[src/rtl/muldiv_sequencer.sv]
// muldiv_sequencer: multi-cycle RV32M execute unit with its own sequencing FSM.
// Accepts one MUL/DIV-class op, stalls the pipeline while it runs and reports the
// result with a single-cycle done pulse.
// Ports:
//   i_clk, i_reset      clock (rising edge), asynchronous active-high reset
//   i_start, i_flush    op request from ID/EX, kill of the in-flight op
//   i_funct3            RV32M operation select
//   i_rs1_data/i_rs2_data operands a and b
//   i_rd_in             destination register of the op
//   o_stall             pipeline freeze request (combinational)
//   o_done              one-cycle completion pulse (registered)
//   o_result, o_rd_out  result and destination, held until the next done
module muldiv_sequencer #(
  parameter int unsigned XLEN       = 32,
  parameter int unsigned MUL_STAGES = 1
) (
  input  logic            i_clk,
  input  logic            i_reset,
  input  logic            i_start,
  input  logic            i_flush,
  input  logic [2:0]      i_funct3,
  input  logic [XLEN-1:0] i_rs1_data,
  input  logic [XLEN-1:0] i_rs2_data,
  input  logic [4:0]      i_rd_in,
  output logic            o_stall,
  output logic            o_done,
  output logic [XLEN-1:0] o_result,
  output logic [4:0]      o_rd_out
);

  localparam int unsigned CW = (MUL_STAGES > XLEN) ? $clog2(MUL_STAGES) : $clog2(XLEN);
  localparam logic [XLEN-1:0] MIN_INT = {1'b1, {(XLEN-1){1'b0}}};

  typedef enum logic [2:0] {ST_IDLE, ST_MUL, ST_DIV, ST_FIX, ST_DONE} state_t;

  state_t          r_state, w_next;
  logic [CW-1:0]   r_cnt;
  logic [XLEN-1:0] r_a;        // multiplicand, or dividend shifting into quotient
  logic [XLEN-1:0] r_b;        // multiplier, or divisor magnitude
  logic [XLEN-1:0] r_rem;      // partial remainder
  logic [1:0]      r_funct;    // low funct3 bits select variant within mul/div
  logic            r_neg_q;
  logic            r_neg_r;
  logic [4:0]      r_rd;
  logic            r_done;
  logic [XLEN-1:0] r_result;
  logic [4:0]      r_rd_out;

  // Acceptance and operand preprocessing
  logic            w_idle_like, w_accept, w_is_div, w_div_signed;
  logic            w_a_neg, w_b_neg, w_div_zero, w_div_ovf, w_special;
  logic [XLEN-1:0] w_a_abs, w_b_abs, w_special_res;

  assign w_idle_like  = (r_state == ST_IDLE) || (r_state == ST_DONE);
  assign w_accept     = w_idle_like & i_start & ~i_flush;
  assign w_is_div     = i_funct3[2];
  assign w_div_signed = ~i_funct3[0];
  assign w_a_neg      = w_div_signed & i_rs1_data[XLEN-1];
  assign w_b_neg      = w_div_signed & i_rs2_data[XLEN-1];
  assign w_a_abs      = w_a_neg ? -i_rs1_data : i_rs1_data;
  assign w_b_abs      = w_b_neg ? -i_rs2_data : i_rs2_data;
  assign w_div_zero   = (i_rs2_data == '0);
  assign w_div_ovf    = w_div_signed & (i_rs1_data == MIN_INT) & (i_rs2_data == '1);
  assign w_special    = w_div_zero | w_div_ovf;

  // Special divides resolve in the accepting cycle; funct3[1] selects remainder
  always_comb begin
    w_special_res = '0;
    if (w_div_zero) w_special_res = i_funct3[1] ? i_rs1_data : '1;
    else            w_special_res = i_funct3[1] ? '0 : MIN_INT;
  end

  // Multiply: 64-bit product of sign/zero-extended operands (MULHU unsigned a, MULHSU/MULHU unsigned b)
  logic            w_mul_sa, w_mul_sb;
  logic [2*XLEN-1:0] w_prod;
  logic [XLEN-1:0] w_mul_res;

  assign w_mul_sa  = (r_funct != 2'b11) & r_a[XLEN-1];
  assign w_mul_sb  = ~r_funct[1] & r_b[XLEN-1];
  assign w_prod    = {{XLEN{w_mul_sa}}, r_a} * {{XLEN{w_mul_sb}}, r_b};
  assign w_mul_res = (r_funct == 2'b00) ? w_prod[XLEN-1:0] : w_prod[2*XLEN-1:XLEN];

  // Restoring divide step: shift in next dividend bit, subtract divisor if it fits
  logic [XLEN:0]   w_shift, w_diff;
  logic            w_ge;

  assign w_shift = {r_rem, r_a[XLEN-1]};
  assign w_diff  = w_shift - {1'b0, r_b};
  assign w_ge    = ~w_diff[XLEN];

  // Sign correction applied while in FIX
  logic [XLEN-1:0] w_fix_res;
  assign w_fix_res = r_funct[1] ? (r_neg_r ? -r_rem : r_rem)
                                : (r_neg_q ? -r_a   : r_a);

  // State register
  always_ff @(posedge i_clk or posedge i_reset) begin
    if (i_reset) r_state <= ST_IDLE;
    else         r_state <= w_next;
  end

  // Next-state logic; flush wins over everything
  always_comb begin
    w_next = r_state;
    if (i_flush) begin
      w_next = ST_IDLE;
    end else begin
      case (r_state)
        ST_IDLE, ST_DONE: begin
          if (i_start) begin
            if (!w_is_div)      w_next = ST_MUL;
            else if (w_special) w_next = ST_DONE;
            else                w_next = ST_DIV;
          end else begin
            w_next = ST_IDLE;
          end
        end
        ST_MUL:  if (r_cnt == CW'(MUL_STAGES - 1)) w_next = ST_DONE;
        ST_DIV:  if (r_cnt == CW'(XLEN - 1))       w_next = ST_FIX;
        ST_FIX:  w_next = ST_DONE;
        default: w_next = ST_IDLE;
      endcase
    end
  end

  // Result source depends on which state leads into DONE
  logic [XLEN-1:0] w_res_next;
  logic [4:0]      w_rd_next;
  always_comb begin
    w_res_next = w_special_res;
    case (r_state)
      ST_MUL:  w_res_next = w_mul_res;
      ST_FIX:  w_res_next = w_fix_res;
      default: w_res_next = w_special_res;
    endcase
    w_rd_next = w_accept ? i_rd_in : r_rd;
  end

  // Datapath registers
  always_ff @(posedge i_clk or posedge i_reset) begin
    if (i_reset) begin
      r_cnt    <= '0;
      r_a      <= '0;
      r_b      <= '0;
      r_rem    <= '0;
      r_funct  <= '0;
      r_neg_q  <= 1'b0;
      r_neg_r  <= 1'b0;
      r_rd     <= '0;
      r_done   <= 1'b0;
      r_result <= '0;
      r_rd_out <= '0;
    end else begin
      if (w_accept) begin
        r_cnt   <= '0;
        r_funct <= i_funct3[1:0];
        r_rd    <= i_rd_in;
        r_rem   <= '0;
        r_neg_q <= w_a_neg ^ w_b_neg;
        r_neg_r <= w_a_neg;
        r_a     <= w_is_div ? w_a_abs : i_rs1_data;
        r_b     <= w_is_div ? w_b_abs : i_rs2_data;
      end else if (r_state == ST_MUL) begin
        r_cnt <= r_cnt + CW'(1);
      end else if (r_state == ST_DIV) begin
        r_cnt <= r_cnt + CW'(1);
        r_rem <= w_ge ? w_diff[XLEN-1:0] : w_shift[XLEN-1:0];
        r_a   <= {r_a[XLEN-2:0], w_ge};
      end else begin
        r_cnt <= '0;
      end

      r_done <= (w_next == ST_DONE);
      if (w_next == ST_DONE) begin
        r_result <= w_res_next;
        r_rd_out <= w_rd_next;
      end
    end
  end

  // Stall covers the accepting cycle and every busy state; dropped while in reset
  assign o_stall  = ~i_reset & (w_accept | (r_state == ST_MUL) |
                                (r_state == ST_DIV) | (r_state == ST_FIX));
  assign o_done   = r_done;
  assign o_result = r_result;
  assign o_rd_out = r_rd_out;

endmodule

[config.mk]
export PLATFORM = sky130hd
export DESIGN_NAME = muldiv_sequencer
export DESIGN_NICKNAME = d
export VERILOG_FILES = /design/src/rtl/muldiv_sequencer.sv
export SDC_FILE = /design/constraint.sdc
export NUM_CORES = 2
export LEC_CHECK = 0
export CAP_MARGIN = 5
export CORE_ASPECT_RATIO = 0.8
export CORE_MARGIN = 3
export CORE_UTILIZATION = 35
export DETAILED_ROUTE_END_ITERATION = 6
export PLACE_DENSITY_LB_ADDON = 0.1
export REMOVE_ABC_BUFFERS = 1
export SLEW_MARGIN = 20
export SYNTH_ARGS = -nofsm -noshare
export SYNTH_HDL_FRONTEND = slang
export SYNTH_SLANG_ARGS = --single-unit
[constraint.sdc]
create_clock -name i_clk -period 20.1 [get_ports i_clk]
set_input_delay 4.02 -clock i_clk [delete_from_list [all_inputs] [get_ports i_clk]]
set_output_delay 4.02 -clock i_clk [all_outputs]
set_load 0.02 [all_outputs]
==> summary.md <==
| Metric | Value |
|---|---|
| Status | `finished clean` |
| Max-cap violations | `0` |
| GP Congestion | `0.928` |
| Starting Density | `35.4%` |
| HP Class | `reg2reg` |
| Cell Area, Synth | `between 40000 and 50000 um^2` |
| Synth async-reset ratio | `100%` |
| Vias | `approximately 38k` |
| Total GRT Usage | `between 20% and 30%` |
| Port buffer count | `around 110` |
| Antenna Violating Nets Remaining | `0` |
| Sequential area share after synthesis | `around 7.7%` |
| Required @ worst endpoint | `approximately 16 ns` |
| # DRC | `0` |
| Share of layout cells above drive strength 1 | `approximately 3.4%` |
| CTS clock-pin slew for the worst setup and hold paths | `about 0.08 ns` |
| Max Clock Skew | `approximately 0.019 ns` |
| Setup bufs post-CTS | `0` |
| Drt initial violations | `~3.2k` |
| Syn. warnings | `0` |
| Num Clock Sinks | `around 150` |
| Fmax | `99.2 MHz` |
| Met2 WL | `82000 um` |
| Std-Cell Core Area | `roughly 140000 um^2` |
| Routed WL | `between 150000 and 200000 um` |
| Cells resized by post-CTS repair | `0` |
| Post-synth EDFFs | `0` |
| Boundary Pins | `about 120` |
| # rows | `122` |
| Die area | `145000 um^2` |
| Worst path slowest cell | `nor3_4` |
| Slew HR | `around 28%` |
| Main synth FF type | `dfrtp_1` |
| Post-synth top area share | `between 40% and 50%` |
| H-tree depth | `4` |
| Wire length per cell | `around 25 um` |
| Worst EP arrival | `about 6 ns` |
| Maximum fanout along the worst path | `15` |
| Final setup vio count | `0` |
| Post-synth top area cell | `fa_1` |
| CTS tree | `yes` |
| Avg Cell Area, Syn | `between 8 and 9 um^2` |
| Most frequent CP cell | `clkdlybuf4s50_1` |
| Vias in the first global route | `~41k` |
| Largest net degree at the start of global routing | `between 90 and 100` |
| Crit path launch type | `input pin` |
| Growth of design area from synthesis to finish | `7.60%` |
| RSZ-0062 raised after global routing | `false` |
| Largest cells by area after synthesis | `fa_1 46%, inv_1 9.0%, dfrtp_1 7.7%, nand2_1 6.8%, ha_1 6.4%` |
| Post-DP HPWL | `roughly 140000 um` |
| Final Hold Vio Count | `0` |
| Actual slew at the worst max-slew pin | `1.07 ns` |
| Width of the die | `between 400 and 500 um` |
| TritonRoute pass-1 iters | `6` |
| Drt via density | `5.18` |
| Setup_tns | `0 ns` |
| Global route overflow | `0` |
| M1 wire length | `~85000 um` |
| Slowest stage delay, CP | `about 0.67 ns` |
| Final Max Tran Viols | `0` |
| Yosys cell types | `73` |
| Initial antenna violation count | `16` |
| # hold bufs at CTS | `0` |
| CP Cell Sequence | `clkdlybuf4s50_1, nor3_4, nor2_4, a21oi_1, clkdlybuf4s50_1` |
| CP delay by family, top | `buffers and inverters` |
| Die height | `around 340 um` |
| Nets | `~7.0k` |
| Min cycle time layout | `between 10 and 15 ns` |
| Setup CP Type | `in2out` |
| Tcrit/Tclk final | `between 50% and 60%` |
| Routed met3 length | `between 9000 and 10000 um` |
| WP buf/inv | `2` |
| Uppermost routed layer | `met4` |
| First-pass GRT wire length | `275000 um` |
| Num CTS Buffers | `17` |
| Max clock buf depth | `2` |
| Crit end category | `output port` |
| Post-Synthesis Cells | `roughly 5.6k` |
| Clock Tree Root | `clkbuf_16` |
| FF+latch count, synth | `151` |
| Latest clock arrival within the worst-skew pair | `0.47 ns` |
[sequential cells by signal (all words and copies together) (netlist names)]
name / count
r_b: 32
r_cnt: 5
r_neg_r: 1
o_result: 32
r_state: 3
o_rd_out: 5
r_neg_q: 1
r_funct: 2
r_a: 32
r_rem: 32
o_done: 1
r_rd: 5
[synth_stat cells (6+ instances only)]
master    instances
nor2_1          211
nand4_1          26
o41ai_1          16
and3_1           14
dfrtp_1         151
or2_2            10
a41oi_1          13
buf_1            58
nand2b_1         19
o21bai_1         13
a21o_1           44
nor2b_1          17
a221oi_1          6
nand3_1          41
inv_1          1177
a22oi_1          32
mux2i_1          26
o21ai_0         239
nor4_1           11
a31oi_1          15
nor3_1           40
and2_1          314
or4_1            15
xnor2_1         114
o21a_1           12
a21oi_1         159
xor2_1          101
nand2_1         891
clkbuf_1        269
o211ai_1         16
a211oi_1         20
ha_1            253
o31ai_1          41
or3_1            21
fa_1           1126
[cells in the final DEF (no fill, tap or decap), drive strengths merged, types with 13 or more instances in the layout]
cell           instances
inv                 1186
fa                  1126
nand2                891
and2                 314
ha                   253
o21ai                240
nor2                 211
a21oi                159
dfrtp                151
xnor2                114
clkdlybuf4s50        114
buf                  109
xor2                 101
a21o                  44
o31ai                 42
nand3                 41
nor3                  40
a22oi                 32
nand4                 26
mux2i                 26
or3                   23
a211oi                21
nand2b                19
nor2b                 17
clkbuf                17
o211ai                16
o41ai                 16
or4                   16
a31oi                 15
and3                  14
o21bai                13
a41oi                 13
[cell families after synthesis]
| family | count (synthesis) | share of synthesized area [%] |
|---|---|---|
| simple gates | 1648 | 15.3 |
| buf+inv | 1514 | 11.6 |
| fa+ha+maj | 1379 | 52.3 |
| compound gates | 679 | 8.58 |
| xor+xnor | 215 | 3.83 |
| flops | 151 | 7.69 |
| mux | 31 | 0.645 |
[worst register-to-register path: cells and delay by family (launching register included)]
family | cells | cell delay (ns)
adder cells (fa/ha/maj) | 9 | 4.84
AO/OA/AOI/OAI | 4 | 1.20
flip-flops | 1 | 0.33
AND/OR/NAND/NOR | 6 | 1.38
buffers and inverters | 8 | 2.09
[final cells by class]
class	instances	area, um^2
multi-input combinational	3952	39700
fill	14400	85900
inverter	1180	4430
timing repair buffer	223	1960
antenna	7	17.5
tap	1860	2330
sequential	151	3790
clock inverter	15	180
clock buffer	17	425
[metal layers]
metal	vias to the layer above	track usage [%]
li1	16700	-
met1	20300	38.1
met2	1210	40.2
met3	180	2.20
met4	0	6.77
met5	-	0
[per-stage QoR]
step	cell area, um^2	setup slack, ns	hold WS, ns	instances	utilization [%]
global placement	52200	9.82	0.454	7366	37.6
global route	52800	9.58	0.494	7399	38.1
CTS	52800	9.79	0.476	7398	38.1
floorplan	47800	9.39	0.436	5283	-
detailed placement	52200	9.81	0.456	7366	37.6
finish	52800	10.02	0.474	7405	38.1
[path summary, 6_finish.rpt]
| path | end | startpoint | cells past startpoint | slack, ns |
|---|---|---|---|---|
| hold reg to reg | r_rd[4] | r_rd[4] | 2 | 0.47 |
| setup reg to reg | o_result[31] | r_a[31] | 27 | 10.15 |
| min in group asynchronous | o_done | i_reset | 2 | 4.19 |
| setup / recovery | o_stall | i_flush | 5 | 10.02 |
| max in group asynchronous | r_a[18] | i_reset | 3 | 14.35 |
| hold / removal | r_rd[4] | r_rd[4] | 2 | 0.47 |
Power is left out: the tool's default activity adds up to more than one toggle a clock period on the data nets, which glitch-free logic cannot reach.
